## config.mk

```make
export PLATFORM = sky130hd
export DESIGN_NAME = cmp_event_tracker
export DESIGN_NICKNAME = d
export VERILOG_FILES = /design/src/rtl/cmp_event_tracker.sv
export SDC_FILE = /design/constraint.sdc
export NUM_CORES = 1
export LEC_CHECK = 0
export CAP_MARGIN = 5
export CORE_UTILIZATION = 45
export CTS_CLUSTER_DIAMETER = 120
export DETAILED_ROUTE_END_ITERATION = 16
export PLACE_DENSITY = 0.74
export SKIP_CTS_REPAIR_TIMING = 1
export SLEW_MARGIN = 40
export SYNTH_ARGS = -nofsm -noshare
export SYNTH_HDL_FRONTEND = slang
export SYNTH_SLANG_ARGS = --single-unit
```

## constraint.sdc

```tcl
create_clock -name clk -period 1.35 [get_ports clk]
set_input_delay 0.405 -clock clk [delete_from_list [all_inputs] [get_ports clk]]
set_output_delay 0.405 -clock clk [all_outputs]
set_load 0.05 [all_outputs]
```

## src/rtl/cmp_event_tracker.sv

```systemverilog
// Debounced relation tracker for the one-hot G/L/E comparator stream, with
// saturating class counters and an illegal-encoding pulse. Optional latched
// interrupt enabled by defining CMP_TRACK_IRQ_EN.
module cmp_event_tracker #(
    parameter int unsigned DEBOUNCE = 3,
    parameter int unsigned CNT_W    = 4
) (
    input  logic             clk,
    input  logic             rst_n,
    input  logic             in_valid,
    input  logic             G,
    input  logic             L,
    input  logic             E,
    input  logic             clr,
    input  logic             irq_ack,
    output logic [1:0]       state,
    output logic             changed,
    output logic             err,
    output logic [CNT_W-1:0] cnt_g,
    output logic [CNT_W-1:0] cnt_l,
    output logic [CNT_W-1:0] cnt_e,
    output logic             irq
);

    localparam int unsigned      RUN_W   = 4;
    localparam logic [RUN_W-1:0] RUN_MAX = RUN_W'(DEBOUNCE);
    localparam logic [CNT_W-1:0] CNT_MAX = {CNT_W{1'b1}};

    typedef enum logic [1:0] {
        ST_IDLE  = 2'b00,
        ST_ABOVE = 2'b01,
        ST_BELOW = 2'b10,
        ST_EQUAL = 2'b11
    } state_e;

    state_e           state_q, state_d;
    state_e           cand_q, cand_d;
    logic [RUN_W-1:0] run_q, run_d;
    logic [CNT_W-1:0] cnt_g_q, cnt_g_d;
    logic [CNT_W-1:0] cnt_l_q, cnt_l_d;
    logic [CNT_W-1:0] cnt_e_q, cnt_e_d;
    logic             changed_q, changed_d;
    logic             err_q, err_d;
    logic             irq_q, irq_d;

    logic             legal_c;
    logic             illegal_c;
    state_e           class_c;

    // Classify the incoming sample
    always_comb begin
        legal_c   = in_valid && $onehot({G, L, E});
        illegal_c = in_valid && !$onehot({G, L, E});
        if (G) begin
            class_c = ST_ABOVE;
        end else if (L) begin
            class_c = ST_BELOW;
        end else begin
            class_c = ST_EQUAL;
        end
    end

    // Next-state: clear, illegal sample, or legal sample with debounce
    always_comb begin
        state_d   = state_q;
        cand_d    = cand_q;
        run_d     = run_q;
        cnt_g_d   = cnt_g_q;
        cnt_l_d   = cnt_l_q;
        cnt_e_d   = cnt_e_q;
        changed_d = 1'b0;
        err_d     = 1'b0;

        if (clr) begin
            state_d = ST_IDLE;
            cand_d  = ST_IDLE;
            run_d   = '0;
            cnt_g_d = '0;
            cnt_l_d = '0;
            cnt_e_d = '0;
        end else if (illegal_c) begin
            err_d = 1'b1;
            run_d = '0;
        end else if (legal_c) begin
            case (class_c)
                ST_ABOVE: cnt_g_d = (cnt_g_q == CNT_MAX) ? cnt_g_q : cnt_g_q + CNT_W'(1);
                ST_BELOW: cnt_l_d = (cnt_l_q == CNT_MAX) ? cnt_l_q : cnt_l_q + CNT_W'(1);
                default:  cnt_e_d = (cnt_e_q == CNT_MAX) ? cnt_e_q : cnt_e_q + CNT_W'(1);
            endcase

            if (class_c == cand_q) begin
                run_d = (run_q >= RUN_MAX) ? RUN_MAX : run_q + RUN_W'(1);
            end else begin
                cand_d = class_c;
                run_d  = RUN_W'(1);
            end

            // Commit only on reaching the threshold with a new relation
            if ((run_d == RUN_MAX) && (cand_d != state_q)) begin
                state_d   = cand_d;
                changed_d = 1'b1;
            end
        end
    end

`ifdef CMP_TRACK_IRQ_EN
    // Latched interrupt; a new change beats a same-cycle acknowledge
    always_comb begin
        irq_d = irq_q;
        if (changed_d) begin
            irq_d = 1'b1;
        end else if (irq_ack) begin
            irq_d = 1'b0;
        end
    end
`else
    logic unused_irq_ack;
    assign unused_irq_ack = irq_ack;

    always_comb begin
        irq_d = 1'b0;
    end
`endif

    always_ff @(posedge clk or negedge rst_n) begin
        if (!rst_n) begin
            state_q   <= ST_IDLE;
            cand_q    <= ST_IDLE;
            run_q     <= '0;
            cnt_g_q   <= '0;
            cnt_l_q   <= '0;
            cnt_e_q   <= '0;
            changed_q <= 1'b0;
            err_q     <= 1'b0;
            irq_q     <= 1'b0;
        end else begin
            state_q   <= state_d;
            cand_q    <= cand_d;
            run_q     <= run_d;
            cnt_g_q   <= cnt_g_d;
            cnt_l_q   <= cnt_l_d;
            cnt_e_q   <= cnt_e_d;
            changed_q <= changed_d;
            err_q     <= err_d;
            irq_q     <= irq_d;
        end
    end

    assign state   = state_q;
    assign changed = changed_q;
    assign err     = err_q;
    assign cnt_g   = cnt_g_q;
    assign cnt_l   = cnt_l_q;
    assign cnt_e   = cnt_e_q;
    assign irq     = irq_q;

endmodule

```

==> key figures <==
Yosys
  • Primary FF master, synth: dfrtp_1
  • Sequential share of the synthesized area: 44.7%
  • Syn Area/Cell: 10.7 um2
  • Post-Syn Nets: 128
  • Synth area leaders: dfrtp_1 (45%), xor2_1 (5.0%), ha_1 (4.1%), nand3_1 (4.1%), nor2_1 (3.4%)
  • Syn Inst Count: 115
  • Cell area after synthesis: 1230 um2
  • Synth top area share: 44.7%
  • Yosys top cell by area: dfrtp_1
  • Synth cell types: 41
  • Post-synth ARST share: 100%
  • EDFF count, synth: 0
  • #FFs+latches synth: 22
  • Yosys synthesis warning count: 0

Clock network
  • CTS Buf Count: 3
  • H-tree level count: 1
  • TritonCTS clock tree: done
  • CTS clk-pin slew, worst paths: 0.13 ns
  • Max clock buf depth: 2
  • Root Driver: clkbuf_4
  • CTS sink cnt: 22
  • Clk Latency, worst-skew pair: 0.32 ns

Setup path
  • Critical R2R Capture: cnt_e[3]
  • CP required: 1.61 ns
  • Startpoint types: primary input
  • Crit path capture: cnt_l[1]
  • R2R depth: 5
  • Origin of the critical flop-to-flop path: cnt_e[1]
  • R2R Setup Slk: -0.28 ns
  • Critical path arrival: 1.96 ns
  • Critical path origin: L
  • Worst Setup End Kind: flop
  • Critical Setup Path Class: in2reg
  • Worst Path Max Fanout: 5

Power and ir drop
  • Clock power frac: 28.6%
  • Cell area power density: 659 nW/um2
  • NetSw: 0.371 mW
  • P_leak: 0.883 nW
  • Total Power: 1.34 mW
  • Sequential share of power: 50.7%
  • Switching share of power: 27.6%
  • Internal power: 0.971 mW
  • Max VDD drop: 0.575 mV
  • Logic pwr share: 20.7%

GRT
  • Total global-route track usage: 21.6%
  • GRT overflow: 0
  • Largest net degree at the start of global routing: 23
  • First-pass GRT wire length: 4460 um
  • Initial antenna violation count: 0
  • Via count of the first global-routing pass: 1012

Placement
  • I/O Buffers: 22
  • Hpwl dp: 2050 um
  • Placed insts: 176
  • Cell Area, Placed: 1750 um2
  • RD Place Congestion: 0.768
  • Place WS: -0.994 ns

Die
  • Die height: 54.3 um
  • Die ar.: 2950 um2
  • Row Count: 18
  • Starting density of the core: 48.8%
  • Die Span X: 54.3 um
  • Core Region: 2520 um2
  • Ports: 25

Layout
  • Commonest non-fill, non-tap cells in the layout: buf_12 (19), buf_4 (18), dfrtp_1 (16), nor2_1 (11)
  • Commonest non-fill, non-tap cell in the layout: buf_12
  • Final Cell Area: 2040 um2
  • Antenna Cells: 0
  • Post-Layout Cell Count: 193
  • Layout Area Growth over Synthesis: 65.3%
  • Nets: 177
  • Share of layout cells above drive strength 1: 49.7%
  • Utilization after layout: 80.7%
  • Number of fill cells: 152

STA
  • Clock skew: 0.00179 ns
  • Slew Limit Fails: 0
  • WHS: 0.406 ns
  • Final min period: 1.70 ns
  • Fmax: 0.588 GHz
  • Setup violators final: 28
  • Hold Fails Final Rpt: 0
  • Final setup TNS: -4.51 ns
  • RSZ-0062 raised after global routing: true
  • Final worst slack: -0.350 ns
  • Crit share post-route: 126%

Routing
  • DRT met1 WL: 1490 um
  • Avg Vias per Cell: 5.80
  • Average wire per standard cell: 18.6 um
  • Antenna viol nets, final: 0
  • Starting DRT DRC Count: 25
  • WL met3: 138 um
  • Top sig layer: met4
  • Metal2 WL: 1860 um
  • TritonRoute pass-1 iters: 4
  • Number of vias in the routed layout: 1119
  • Drt total wl: 3590 um
  • Residual DRC count: 0

Status
  • Failing checks: setup timing
  • Status: complete, but fails checks

Worst hold path
  • Hold WC Path Type: in2async

Job
  • Total of max-cap violations: 0
-- cells in the mapped netlist, types with 2 or more instances --
master	number
dfrtp_1	22
nor3b_1	4
nand2_1	3
inv_1	2
nor2b_1	4
mux2i_1	2
o21ai_0	2
nand4_1	2
nand3_1	10
xor2_1	7
buf_6	3
and3b_1	2
nor3_1	3
nor2_1	11
ha_1	4
a21oi_1	6
and3_1	4
-- worst min path at each step --
stage / startpoint / end / slack, ns / cells after the start
finish: rst_n / cnt_l[3] / 0.41 / 2
detailed placement: run_q[1] / run_q[1] / 0.56 / 2
CTS: rst_n / run_q[1] / 0.42 / 2
floorplan: rst_n / cand_q[0] / 0.11 / 0
global route: rst_n / changed / 0.42 / 2
global placement: run_q[1] / run_q[1] / 0.53 / 2
-- cell type report --
type	instances	area [um2]	area share, %
clock buffers	4	36.3	1.78
inverters	2	7.51	0.369
multi-input cells	85	722	35.5
flip-flops and latches	22	558	27.4
well taps	30	37.5	1.84
repair buffers	50	674	33.1
-- cells by family (layout without fill, tap and decap cells) --
family,after synthesis,in the layout,share of synthesized area [%]
AOI/OAI and AO/OA,18,18,12.8
xor gates and xnor gates,8,8,5.69
adders and majority gates,5,5,5.69
buffers and inverters,8,56,4.57
DFF,22,22,44.7
muxes,2,2,1.63
other,1,1,0.305
and+or+nand+nor,51,51,24.6
-- flip-flops by register name (all words and copies together) (netlist names) --
register / count
cand_q: 2
changed: 1
cnt_e: 4
cnt_g: 4
cnt_l: 4
err: 1
run_q: 4
state: 2
-- critical path: stages --
cell and delay, ns:
buf_8 0.10, fa_1 0.53, and3b_2 0.25, buf_12 0.13
and2_4 0.17, buf_4 0.13, nand3_1 0.09, a21oi_1 0.14
-- power by group through the flow --
stage / Combinational [mW] / Sequential (mW) / Clock [mW]
global placement: 0.220 / 0.690 / 0
detailed placement: 0.227 / 0.691 / 0
floorplan: 0.0926 / 0.711 / 0
finish: 0.277 / 0.680 / 0.384
CTS: 0.227 / 0.679 / 0.379
global route: 0.293 / 0.681 / 0.406
-- layer usage --
layer	vias up	GRT usage [%]
met5	-	0
met4	0	12.4
met3	12	2.78
met2	39	37.0
met1	560	25.7
li1	508	-
Note: power is estimated with default switching activity, not from simulation.
